<file path="config.mk">
export PLATFORM = sky130hd
export DESIGN_NAME = time_counter
export DESIGN_NICKNAME = d
export VERILOG_FILES = /design/src/rtl/time_counter_pkg.sv /design/src/rtl/bcd2_counter.sv /design/src/rtl/time_counter.sv
export SDC_FILE = /design/constraint.sdc
export NUM_CORES = 1
export LEC_CHECK = 0
export ABC_AREA = 1
export CAP_MARGIN = 20
export CORE_UTILIZATION = 50
export CTS_CLUSTER_SIZE = 8
export DETAILED_ROUTE_END_ITERATION = 7
export PLACE_DENSITY = 0.79
export RECOVER_POWER = 25
export SYNTH_ARGS = -nofsm -noshare
export SYNTH_HDL_FRONTEND = slang
export SYNTH_SLANG_ARGS = --single-unit
export TNS_END_PERCENT = 10
</file>
<file path="constraint.sdc">
create_clock -name clk -period 2.12 [get_ports clk]
set_input_delay 0.318 -clock clk [delete_from_list [all_inputs] [get_ports clk]]
set_output_delay 0.318 -clock clk [all_outputs]
set_load 0.02 [all_outputs]
</file>
<file path="src/rtl/time_counter_pkg.sv">
// Shared types and constants for the time-of-day counter.
package time_counter_pkg;

  typedef logic [3:0] bcd_digit_t;
  typedef logic [7:0] bcd2_t;

  localparam int SEC_LIMIT = 59;
  localparam int MIN_LIMIT = 59;

  // Legal values for the hour wrap point: 24-hour and 12-hour display.
  localparam int HOUR_MAX_24 = 23;
  localparam int HOUR_MAX_12 = 11;

  // Converts a binary value 0..99 into its two-digit BCD form.
  function automatic bcd2_t to_bcd2(input int value);
    bcd_digit_t tens;
    bcd_digit_t units;
    tens  = bcd_digit_t'(value / 10);
    units = bcd_digit_t'(value % 10);
    return {tens, units};
  endfunction

endpackage

</file>
<file path="src/rtl/bcd2_counter.sv">
// Two-digit BCD counter that counts 00..LIMIT and wraps to 00.
// carry is combinational so a chain of these can cascade in one cycle.
module bcd2_counter
  import time_counter_pkg::*;
#(
  parameter int LIMIT = SEC_LIMIT
) (
  input  logic       clk,
  input  logic       reset,
  input  logic       inc,
  input  logic       clr,
  output logic [7:0] value,
  output logic       carry
);

  localparam bcd2_t LIMIT_BCD = to_bcd2(LIMIT);

  bcd_digit_t tens_q;
  bcd_digit_t units_q;
  bcd_digit_t tens_d;
  bcd_digit_t units_d;
  logic       at_limit;

  assign at_limit = ({tens_q, units_q} == LIMIT_BCD);
  assign carry    = inc & at_limit;
  assign value    = {tens_q, units_q};

  // Next digit values: wrap at LIMIT, roll tens when units reach 9.
  always_comb begin
    // NOTE: every output of this block gets a default first, so no path leaves it unassigned and no latch is inferred.
    tens_d  = tens_q;
    units_d = units_q;
    if (inc) begin
      if (at_limit) begin
        tens_d  = '0;
        units_d = '0;
      end else if (units_q == 4'd9) begin
        tens_d  = tens_q + 4'd1;
        units_d = '0;
      end else begin
        units_d = units_q + 4'd1;
      end
    end
  end

  // Digit registers with synchronous reset and clear.
  always_ff @(posedge clk) begin
    // NOTE: state is updated with non-blocking assignments so every flop samples pre-edge values regardless of statement order.
    if (!reset) begin
      tens_q  <= '0;
      units_q <= '0;
    end else if (clr) begin
      tens_q  <= '0;
      units_q <= '0;
    end else begin
      tens_q  <= tens_d;
      units_q <= units_d;
    end
  end

endmodule

</file>
<file path="src/rtl/time_counter.sv">
// Time-of-day counter (hh:mm:ss in BCD) advanced by rising edges of an
// upstream divider square wave. While stopped, minutes and hours can be
// stepped by single-cycle set pulses. HOUR_MAX selects 24h (23) or 12h (11).
module time_counter
  import time_counter_pkg::*;
#(
  parameter int HOUR_MAX = HOUR_MAX_24
) (
  input  logic       clk,
  input  logic       reset,
  input  logic       tick_in,
  input  logic       run,
  input  logic       clr,
  input  logic       set_min,
  input  logic       set_hr,
  output logic [7:0] sec_bcd,
  output logic [7:0] min_bcd,
  output logic [7:0] hr_bcd,
  output logic       sec_pulse,
  output logic       day_wrap
);

  logic tick_q;
  logic tick_q_valid;
  logic tick_det;
  logic sec_inc;
  logic min_inc;
  logic hr_inc;
  logic sec_carry;
  logic min_carry;
  logic hr_carry;

  // Tick history: tick_q_valid stays low for the first cycle after reset so a
  // level already high at release is not mistaken for a rising edge.
  always_ff @(posedge clk) begin
    if (!reset) begin
      tick_q       <= 1'b0;
      tick_q_valid <= 1'b0;
    end else begin
      tick_q       <= tick_in;
      tick_q_valid <= 1'b1;
    end
  end

  assign tick_det = tick_in & ~tick_q & tick_q_valid;

  // Priority: clr beats set pulses, which beat ticks. Set pulses only act
  // while stopped and never propagate a carry into the next field.
  assign sec_inc = run & ~clr & tick_det;
  assign min_inc = ~clr & (run ? sec_carry : set_min);
  assign hr_inc  = ~clr & (run ? min_carry : set_hr);

  bcd2_counter #(.LIMIT(SEC_LIMIT)) u_sec (
    .clk   (clk),
    .reset (reset),
    .inc   (sec_inc),
    .clr   (clr),
    .value (sec_bcd),
    .carry (sec_carry)
  );

  bcd2_counter #(.LIMIT(MIN_LIMIT)) u_min (
    .clk   (clk),
    .reset (reset),
    .inc   (min_inc),
    .clr   (clr),
    .value (min_bcd),
    .carry (min_carry)
  );

  bcd2_counter #(.LIMIT(HOUR_MAX)) u_hr (
    .clk   (clk),
    .reset (reset),
    .inc   (hr_inc),
    .clr   (clr),
    .value (hr_bcd),
    .carry (hr_carry)
  );

  // Registered strobes; day_wrap only for a counted rollover, not a set pulse.
  always_ff @(posedge clk) begin
    if (!reset) begin
      sec_pulse <= 1'b0;
      day_wrap  <= 1'b0;
    end else begin
      sec_pulse <= sec_inc;
      day_wrap  <= hr_carry & run;
    end
  end

endmodule

</file>
# Yosys cells after proc, flatten, opt, wreduce, memory -nomap -nowiden
# Cells that the tools add are included.
# word_totals
in_bits	7
reg_bits	28
wordCells	57
# op_classes
n_bitwise	13
addsub	6
eq_ne	6
muxes	15
n_reduce_logical	7
# op_table
cell	n
4-bit 2-to-1 mux	12
4-bit by 1-bit adder with 4-bit output, second input constant	6
8-bit by 7-bit equality test with 1-bit output, second input constant	2
4-bit equality test, second input constant	3
1-bit AND	10
8-bit by 6-bit equality test with 1-bit output, second input constant	1
2-bit AND reduction	3
2-bit nonzero test	3
1-bit 2-to-1 mux	3
1-bit NOT	3
2-bit OR reduction	1

# Longest topological paths before layout
# Gate-level depths: netlist of the first run.
# depth
word_depth	12
depth_mapped	12
mapped_depth_nobuf	11

# Modules after synthesis
# A second synthesis of the first run with hierarchy kept.
# hier_totals
cells_unflattened	219
hier_area_um2	1527.7
# modules_own_cells
module	instances	cells_per_inst	area_per_inst_um2
bcd2_counter at u_min ...	2	63	435.4
bcd2_counter at u_hr	1	71	496.7
time_counter	1	22	160.2

# Worst setup path after synthesis of the first run
# No wires, ideal clock.
# synth_timing
kind	reg2reg
from	register u_sec.units_q[0]
to	register u_hr.tens_q[1]
t_required_ns	2.005
arrival_time_ns	1.571
n_path_buf	1
setup_ns	0.115
stages_incl_launch_ff	12
path_slack_ns	0.433
cell_sequence	dfxtp_1 ha_1 nand3_4 nor2_2 nand2_2 nand2_4 nand3_4 nand2_4 buf_8 nand3_1 nand2_1 nor2_1
# synth_via
elab_chain_cells	8
# synth_lines
item	line	source
from (decl)	bcd2_counter.sv:19	bcd_digit_t units_q;
from (signal assigned)	bcd2_counter.sv:57	units_q <= units_d;
8-bit by 7-bit equality test with 1-bit output	bcd2_counter.sv:24	assign at_limit = ({tens_q, units_q} == LIMIT_BCD);
1-bit AND	bcd2_counter.sv:25	assign carry = inc & at_limit;
1-bit 2-to-1 mux	time_counter.sv:50	assign min_inc = ~clr & (run ? sec_carry : set_min);
1-bit AND	time_counter.sv:50	
1-bit AND	bcd2_counter.sv:25	
1-bit 2-to-1 mux	time_counter.sv:51	assign hr_inc = ~clr & (run ? min_carry : set_hr);
1-bit AND	time_counter.sv:51	
2-bit AND reduction (no line)	n/a	
to (signal assigned)	bcd2_counter.sv:56	tens_q <= tens_d;
to (decl)	bcd2_counter.sv:18	bcd_digit_t tens_q;
# No other way between the ends.
# A chain may end at the register's enable or synchronous reset.

# Worst setup path after layout of the first run
# layout_timing
from	register u_hr.units_q[2]
to	output hr_bcd[2]
# layout_lines
item	line	source
from (decl)	bcd2_counter.sv:19	
from (signal assigned)	bcd2_counter.sv:57	
to (decl)	time_counter.sv:18	output logic [7:0] hr_bcd,
# No word-level cell between the ends.

==> results of run 1 <==
## final cells by class
type | instances | area share (%)
inverters | 26 | 5.13
flip-flops and latches | 28 | 29.5
clock buffers | 3 | 1.18
multi-input cells | 142 | 44.9
well taps | 31 | 2.04
repair buffers | 33 | 17.2
## worst register-to-register path, stage by stage (launching register included)
cell and delay, ns:
dfxtp_1 0.44, ha_1 0.22, nand3_4 0.08, nor2_1 0.21, nand2_2 0.11, nand2_4 0.09
nand3_1 0.15, inv_1 0.16, nand2_1 0.07, a21oi_1 0.11
## metal layers
layer	track usage, %	part of all wire (%)	vias to the layer above
li1	-	-	711
met1	24.6	49	608
met2	32.4	46	37
met3	3.17	4.5	2
met4	5.23	0.58	0
met5	0	0	-
## power breakdown
| part | switching, mW | total [mW] | leakage (nW) | internal, mW |
|---|---|---|---|---|
| sequential | 0.00341 | 0.534 | 0.226 | 0.531 |
| combinational | 0.0361 | 0.0609 | 0.530 | 0.0248 |
| clock | 0.148 | 0.214 | 0.0138 | 0.0664 |
| total | 0.187 | 0.809 | 0.770 | 0.622 |
## registers in the layout, summed over array words and instances, names as in the netlist
register       count
u_sec.units_q      4
u_hr.tens_q        4
sec_pulse          1
u_sec.tens_q       4
u_hr.units_q       4
u_min.tens_q       4
day_wrap           1
tick_q             1
u_min.units_q      4
tick_q_valid       1
## cell usage in the layout, fill, tap and decap left out
cell type / Yosys / final
nand2_1: 30 / 30
dfxtp_1: 28 / 28
nor2_1: 24 / 26
clkdlybuf4s50_1: 0 / 26
inv_1: 24 / 25
nand3_1: 17 / 17
a21oi_1: 14 / 14
ha_1: 12 / 12
xor2_1: 6 / 6
dlygate4sd3_1: 0 / 6
nor3_1: 5 / 5
o21ai_0: 4 / 4
nand4_1: 4 / 4
nor3b_1: 4 / 4
nand2_4: 3 / 3
a211oi_1: 3 / 3
clkbuf_4: 0 / 3
nand3_4: 2 / 2
nor2_4: 2 / 2
nand2_2: 2 / 2
xnor2_1: 2 / 2
nand3b_1: 1 / 1
clkinv_1: 1 / 1
and3_1: 1 / 1
or2_2: 1 / 1
o21a_1: 1 / 1
and3_2: 1 / 1
or2_0: 1 / 1
buf_4: 0 / 1
## how the worst max path moves through the flow
stage / from / end / slack, ns / depth (start not counted)
after CTS: u_hr.units_q[2] / hr_bcd[2] / 0.34 / 1
after global routing: clr / u_sec.tens_q[1] / 0.14 / 9
after detailed placement: clr / u_hr.tens_q[2] / 0.23 / 11
after global placement: clr / u_hr.tens_q[2] / 0.26 / 11
after floorplan: u_sec.units_q[0] / u_hr.tens_q[1] / 0.43 / 11
final: u_hr.units_q[2] / hr_bcd[2] / 0.36 / 1
## per-stage QoR
step                      area, sq um  setup slack (ns)  util (%)  instances  power, mW
final                            1900             0.359      67.2        263      0.809
after global routing             1900             0.142      67.2        263      0.848
after CTS                        1910             0.339      67.4        263      0.819
after detailed placement         1880             0.235      66.6        260      0.608
after global placement           1880             0.262      66.6        260      0.607
after floorplan                  1540             0.433         -        198      0.583
## kinds of logic after synthesis
family | Yosys count | synth area share (%)
simple gates | 100 | 33.7
buf+inv | 28 | 7.58
flops | 28 | 36.5
compound gates | 22 | 7.82
fa+ha+maj | 12 | 9.78
xor+xnor | 8 | 4.56
==> run_results.csv, run 1 <==
group,metric,value,unit
clock_tree,cts.repair.resized,0,
setup_path,r2r_start,"u_sec.units_q[0]",
synth,ys_types,29,
floorplanning,fp.coreArea,2830,sq um
synth,synthesis.area,1540,sq um
synth,synth_cells,198,
sta,max_slew_margin,80.6,%
clock_tree,ctsHoldBuffers,0,
sta,finalSetupViolCount,0,
outcome,failed_checks,"DRC",
synth,syn_nets,217,
global_route,grt_start_max_net_pins,15,
drt,drtPass1Iterations,6,
setup_path,start_kind,"flop",
setup_path,required,1.80,ns
setup_path,crit_family,"buffers and inverters",
synth,async_flop_share,0,%
setup_path,rr_worst_depth,9,
global_route,grt_pass1_wl,5040,um
sta,hold_ws,0.537,ns
min_path,min_to,"u_min.tens_q[3]",
floorplanning,row_count,19,
clock_tree,clkTransAtPathRegs,0.14,ns
setup_path,cp_slowest_cell,"clkdlybuf4s50_1",
drt,wl_per_cell,11.1,um
synth,ys_top_cells_by_area,"dfxtp_1 (37%), ha_1 (9.8%), nand2_1 (7.3%)",
global_route,overflow,0,
min_path,hold_start,"u_min.tens_q[3]",
sta,max_freq,568,MHz
place,numPortBuffers,32,
drt,first_iter_violations,39,
setup_path,cp_num_buf_inv,1,
sta,slew_violations,0,
layout,area_delta_synth_final,23.8,%
floorplanning,pin_count,33,
flow_run,cap_violations,0,
synth,synth_edf_count,0,
setup_path,crit_chain,"clkdlybuf4s50_1",
floorplanning,dieArea,3300,sq um
power_and_ir_drop,power.density,426,nW/um^2
synth,synth_area_leader_cell,"dfxtp_1",
global_route,grt_pass1_vias,1221,
clock_tree,htree_levels,1,
sta,min_period_over_period,83.1,%
synth,ys_seq_area_share,36.5,%
place,hpwl,2230,um
floorplanning,die_w,57.4,um
synth,syn_avg_cell_area,7.75,sq um
layout,register_area,561,sq um
clock_tree,cts_sinks,28,
drt,drc,3,
drt,num_vias,1358,
synth,ys.flop_type,"dfxtp_1",
synth,yosys_warnings,0,
sta,hold_viol,0,
clock_tree,numCtsBuffers,3,
global_route,grt_usage,19.0,%
setup_path,crit_arrival,1.44,ns
min_path,hp-class,"reg2reg",
sta,tns,0,ns
clock_tree,cts-root-buf,"clkbuf_4",
clock_tree,clkLatencyLatePin,0.31,ns
clock_tree,post_cts_buffers,0,
layout,multi_input_area,853,sq um
drt,via_per_inst,5.16,
sta,rsz0062_at_grt,"no",
global_route,grt_antenna_before_repair,0,
setup_path,max_stage_delay,0.65,ns
floorplanning,die_h,57.4,um
layout,fillers,264,
sta,tightest_slew,0.290,ns
drt,ant_nets,0,
outcome,status,"complete, but fails checks",
setup_path,reg2reg_slack,0.42,ns
drt,wl,2930,um
layout,drive_gt1_share,6.47,%
power_and_ir_drop,p_leak,0.770,nW
sta,clock_skew,0.00175,ns
setup_path,cp_max_fo,6,
sta,final.min_clock_period,1.76,ns
synth,synth_common_cells,"nand2_1 (30), dfxtp_1 (28), inv_1 (24), nor2_1 (24), nand3_1 (17)",
clock_tree,clockBufferDepth,2,
setup_path,crit_type,"reg2out",
setup_path,r2r-end,"u_min.tens_q[0]",
layout,antenna_cells,0,
synth,synth_top_area_share,36.5,%
min_path,hold_path_depth,2,
clock_tree,cts_tree,"done",
synth,yosysMostFrequentCell,"nand2_1",
layout,nets,253,
setup_path,critPathCaptureType,"output port",
synth,synth_seq_cells,28,
floorplanning,start_util,54.3,%
power_and_ir_drop,ir_drop,0.000219,V
place,routabilityCongestion,0.785,
Note: power is estimated with default switching activity, not from simulation.
==> inputs of run 2 (changes only) <==
Clock period 2.12 ns to 1.73 ns, I/O delays scaled along.
==> run_results.csv, run 2 (synthesized netlist as in run 1, its figures left out) <==
group,metric,value,unit
setup_path,cp_slowest_cell,"clkdlybuf4s50_1",
layout,drive_gt1_share,11.3,%
setup_path,cp_num_buf_inv,1,
global_route,overflow,0,
clock_tree,clockBufferDepth,2,
sta,final.min_clock_period,1.66,ns
outcome,failed_checks,"DRC",
drt,wl_per_cell,10.8,um
layout,final_common_cell,"nand2_1",
clock_tree,numCtsBuffers,3,
place,numPortBuffers,32,
global_route,grt_antenna_before_repair,0,
power_and_ir_drop,ir_drop,0.000332,V
layout,area_delta_synth_final,24.9,%
drt,drtPass1Iterations,6,
drt,ant_nets,0,
setup_path,critPathCaptureType,"output port",
floorplanning,die_h,57.4,um
clock_tree,cts_sinks,28,
layout,design_area,1920,sq um
setup_path,crit_family,"buffers and inverters",
setup_path,reg2reg_slack,0.16,ns
drt,via_per_inst,5.10,
global_route,grt_pass1_vias,1237,
place,place_area,1940,sq um
drt,wl,2930,um
setup_path,cp_max_fo,5,
floorplanning,row_count,19,
floorplanning,dieArea,3300,sq um
sta,hold_ws,0.479,ns
layout,register_area,562,sq um
power_and_ir_drop,power.density,521,nW/um^2
clock_tree,cts_tree,"done",
setup_path,crit_cells,1,
setup_path,r2r-end,"u_hr.tens_q[2]",
layout,layout.cells.non_filler,270,
sta,hold_viol,0,
setup_path,start_kind,"flop",
floorplanning,start_util,54.3,%
layout,multi_input_area,866,sq um
clock_tree,post_cts_buffers,0,
global_route,grt_start_max_net_pins,15,
sta,max_slew_margin,81.7,%
clock_tree,clkTransAtPathRegs,0.14,ns
sta,min_period_over_period,95.8,%
layout,nets,260,
floorplanning,pin_count,33,
drt,drc,3,
power_and_ir_drop,p_leak,0.769,nW
flow_run,cap_violations,0,
layout,post-route-util,67.8,%
drt,first_iter_violations,28,
setup_path,crit_chain,"clkdlybuf4s50_1",
clock_tree,clkLatencyLatePin,0.33,ns
sta,setup_slack,0.0731,ns
place,dpl_worst_slack,-0.0355,ns
setup_path,required,1.47,ns
sta,max_freq,604,MHz
layout,antenna_cells,0,
sta,tns,0,ns
clock_tree,cts-root-buf,"clkbuf_4",
outcome,status,"complete, but fails checks",
layout,mostFrequentLayoutCells,"nand2_1 (30), dfxtp_1 (27), nor2_1 (25)",
drt,num_vias,1376,
global_route,grt_pass1_wl,5200,um
setup_path,critical_path.startpoint,"u_min.tens_q[2]",
min_path,hp-class,"in2reg",
global_route,grt_usage,19.9,%
sta,clock_skew,0.00743,ns
clock_tree,htree_levels,1,
sta,rsz0062_at_grt,"no",
layout,fillers,263,
place,hpwl,2290,um
setup_path,max_stage_delay,0.64,ns
sta,slew_violations,0,
setup_path,crit_arrival,1.40,ns
sta,finalSetupViolCount,0,
place,routabilityCongestion,0.820,
setup_path,crit_end,"min_bcd[6]",
floorplanning,fp.coreArea,2830,sq um
place,dpl.cell_count,267,
setup_path,crit_type,"reg2out",
floorplanning,die_w,57.4,um
setup_path,r2r_start,"u_sec.tens_q[0]",
power_and_ir_drop,power,0.998,mW
sta,tightest_slew,0.272,ns
setup_path,rr_worst_depth,10,
## run 2: cell types whose count changed in the layout (fill, tap and decap cells not counted), sizes merged
cell           delta
clkdlybuf4s50     -4
dlygate4sd3       -4
clkbuf            +8
buf               +7
## run 2: routing by layer
metal | track usage [%] | routed length, um | up-vias
li1 | - | - | 726
met1 | 26.9 | 1440 | 616
met2 | 31.9 | 1320 | 29
met3 | 2.72 | 115 | 5
met4 | 8.36 | 50 | 0
met5 | 0 | 0 | -
## run 2: worst min-delay path by stage
stage	startpoint	endpoint	slack, ns	cells after the start
after floorplan	reset	tick_q_valid	0.29	0
after global placement	u_min.tens_q[3]	u_min.tens_q[3]	0.51	2
after detailed placement	u_min.tens_q[3]	u_min.tens_q[3]	0.51	2
after CTS	reset	tick_q_valid	0.41	1
after global routing	reset	tick_q_valid	0.51	1
final	tick_in	tick_q	0.48	3
## run 2: power breakdown
part	switching, mW	internal (mW)
logic	0.0464	0.0338
registers	0.00397	0.650
clock network	0.182	0.0818
total	0.232	0.766
## run 2: area by class of cell
cell class              count  area share (%)
well taps                  31            2.02
inverters                  26            5.09
multi-input cells         142            45.2
clock buffers               3            1.17
flip-flops and latches     28            29.3
repair buffers             40            17.2
## run 2: what timing repair did
item	in CTS	in global routing
endpoints found under the hold margin	0	0
gates resized for setup	0	12
hold buffers	0	0
setup endpoints to repair	0	19
==> inputs of run 3 (changes only) <==
Clock period 1.73 ns to 1.7 ns, I/O delays scaled along.
==> run_results.csv, run 3 (synthesized netlist as in run 1, its figures left out) <==
group,metric,value,unit
outcome,status,"complete, but fails checks",
outcome,failed_checks,"DRC",
global_route,grt_pass1_vias,1277,
place,numPortBuffers,32,
sta,rsz0062_at_grt,"yes",
sta,finalSetupViolCount,0,
clock_tree,numCtsBuffers,3,
clock_tree,post_cts_buffers,0,
global_route,grt_pass1_wl,5340,um
layout,fillers,251,
setup_path,crit_chain,"clkdlybuf4s50_1",
drt,wl_per_cell,11.2,um
floorplanning,pin_count,33,
sta,min_period_over_period,96.8,%
clock_tree,cts-root-buf,"clkbuf_4",
drt,drtPass1Iterations,8,
drt,wl,3020,um
drt,num_vias,1376,
clock_tree,htree_levels,1,
clock_tree,clkLatencyLatePin,0.32,ns
clock_tree,clockBufferDepth,2,
power_and_ir_drop,p_leak,0.822,nW
power_and_ir_drop,power,1.02,mW
setup_path,cp_num_buf_inv,1,
power_and_ir_drop,ir_drop,0.000348,V
floorplanning,fp.coreArea,2830,sq um
flow_run,cap_violations,0,
drt,ant_nets,0,
global_route,overflow,0,
layout,antenna_cells,0,
global_route,grt_antenna_before_repair,0,
setup_path,start_kind,"flop",
sta,final.min_clock_period,1.65,ns
floorplanning,die_h,57.4,um
global_route,grt_usage,20.3,%
clock_tree,clkTransAtPathRegs,0.13,ns
sta,max_slew_margin,80.4,%
setup_path,crit_family,"buffers and inverters",
clock_tree,cts_sinks,28,
layout,area_delta_synth_final,27.4,%
clock_tree,ctsHoldBuffers,0,
layout,final_common_cell,"nand2_1",
setup_path,cp_max_fo,3,
sta,tightest_slew,0.293,ns
sta,max_freq,608,MHz
layout,mostFrequentLayoutCells,"nand2_1 (30), dfxtp_1 (26), nor2_1 (25)",
power_and_ir_drop,power.density,520,nW/um^2
layout,nets,261,
layout,layout.cells.non_filler,271,
floorplanning,start_util,54.3,%
setup_path,crit_type,"reg2out",
setup_path,cp_slowest_cell,"clkdlybuf4s50_1",
drt,via_per_inst,5.08,
place,routabilityCongestion,0.847,
layout,drive_gt1_share,12.5,%
floorplanning,die_w,57.4,um
setup_path,critPathCaptureType,"output port",
global_route,grt_start_max_net_pins,15,
setup_path,crit_arrival,1.39,ns
clock_tree,cts_tree,"done",
min_path,hp-class,"in2reg",
drt,first_iter_violations,31,
sta,tns,0,ns
sta,clock_skew,0.00787,ns
floorplanning,dieArea,3300,sq um
drt,drc,3,
place,hpwl,2240,um
floorplanning,row_count,19,
setup_path,max_stage_delay,0.64,ns
sta,hold_viol,0,
sta,slew_violations,0,
setup_path,required,1.44,ns
place,dpl.cell_count,268,
[run 3: what timing repair did]
action | in CTS | in global routing
gates resized for setup | 1 | 16
setup endpoints to repair | 1 | 20
pin swaps | 0 | 0
[run 3: cell type report]
type	count	area, sq um	area share (%)
Multi-Input combinational cell	142	880	45.0
Sequential cell	28	563	28.8
Timing Repair Buffer	41	354	18.1
Inverter	26	97.6	4.99
Tap cell	31	38.8	1.98
Clock buffer	3	22.5	1.15
[run 3: routing by layer]
metal | part of all wire, % | routed length, um | vias up | global-route usage (%)
met2 | 48 | 1460 | 31 | 34.1
met5 | 0 | 0 | - | 0
met1 | 47 | 1430 | 614 | 27.1
met3 | 3.5 | 107 | 3 | 2.95
li1 | - | - | 728 | -
met4 | 0.76 | 23 | 0 | 5.57
[run 3: final timing paths]
kind / start / end / slack, ns / cells after the start
min: tick_in / tick_q / 0.49 / 3
max reg2reg: u_sec.tens_q[1] / u_hr.tens_q[2] / 0.12 / 11
min reg2reg: u_min.tens_q[3] / u_min.tens_q[3] / 0.52 / 2
max: u_sec.units_q[3] / sec_bcd[3] / 0.05 / 1
[run 3: where the power goes]
part / internal [mW] / switching (mW) / total (mW)
combinational: 0.0358 / 0.0493 / 0.0851
clock: 0.0831 / 0.183 / 0.266
sequential: 0.662 / 0.00399 / 0.666
[run 3: metrics by stage]
step | hold WS [ns] | util (%) | cell area, sq um | worst slack, ns
3_5_place_dp | 0.503 | 68.7 | 1940 | -0.0530
6_report | 0.487 | 69.1 | 1960 | 0.0548
2_1_floorplan | 0.283 | - | 1540 | 0.0132
5_1_grt | 0.507 | 69.1 | 1960 | -0.00741
4_1_cts | 0.426 | 69.4 | 1960 | 0.0226
3_3_place_gp | 0.506 | 68.7 | 1940 | -0.0135
[run 3: worst register-to-register path, cell delays in order (launching register included)]
cell and delay [ns]:
dfxtp_1 0.36, inv_1 0.08, ha_1 0.14, nand3_1 0.14
nor2_4 0.15, nand2_2 0.09, nand2_4 0.09, nand3_4 0.09
nand2_8 0.12, nand2_1 0.08, nand3_1 0.09, nand2_1 0.06
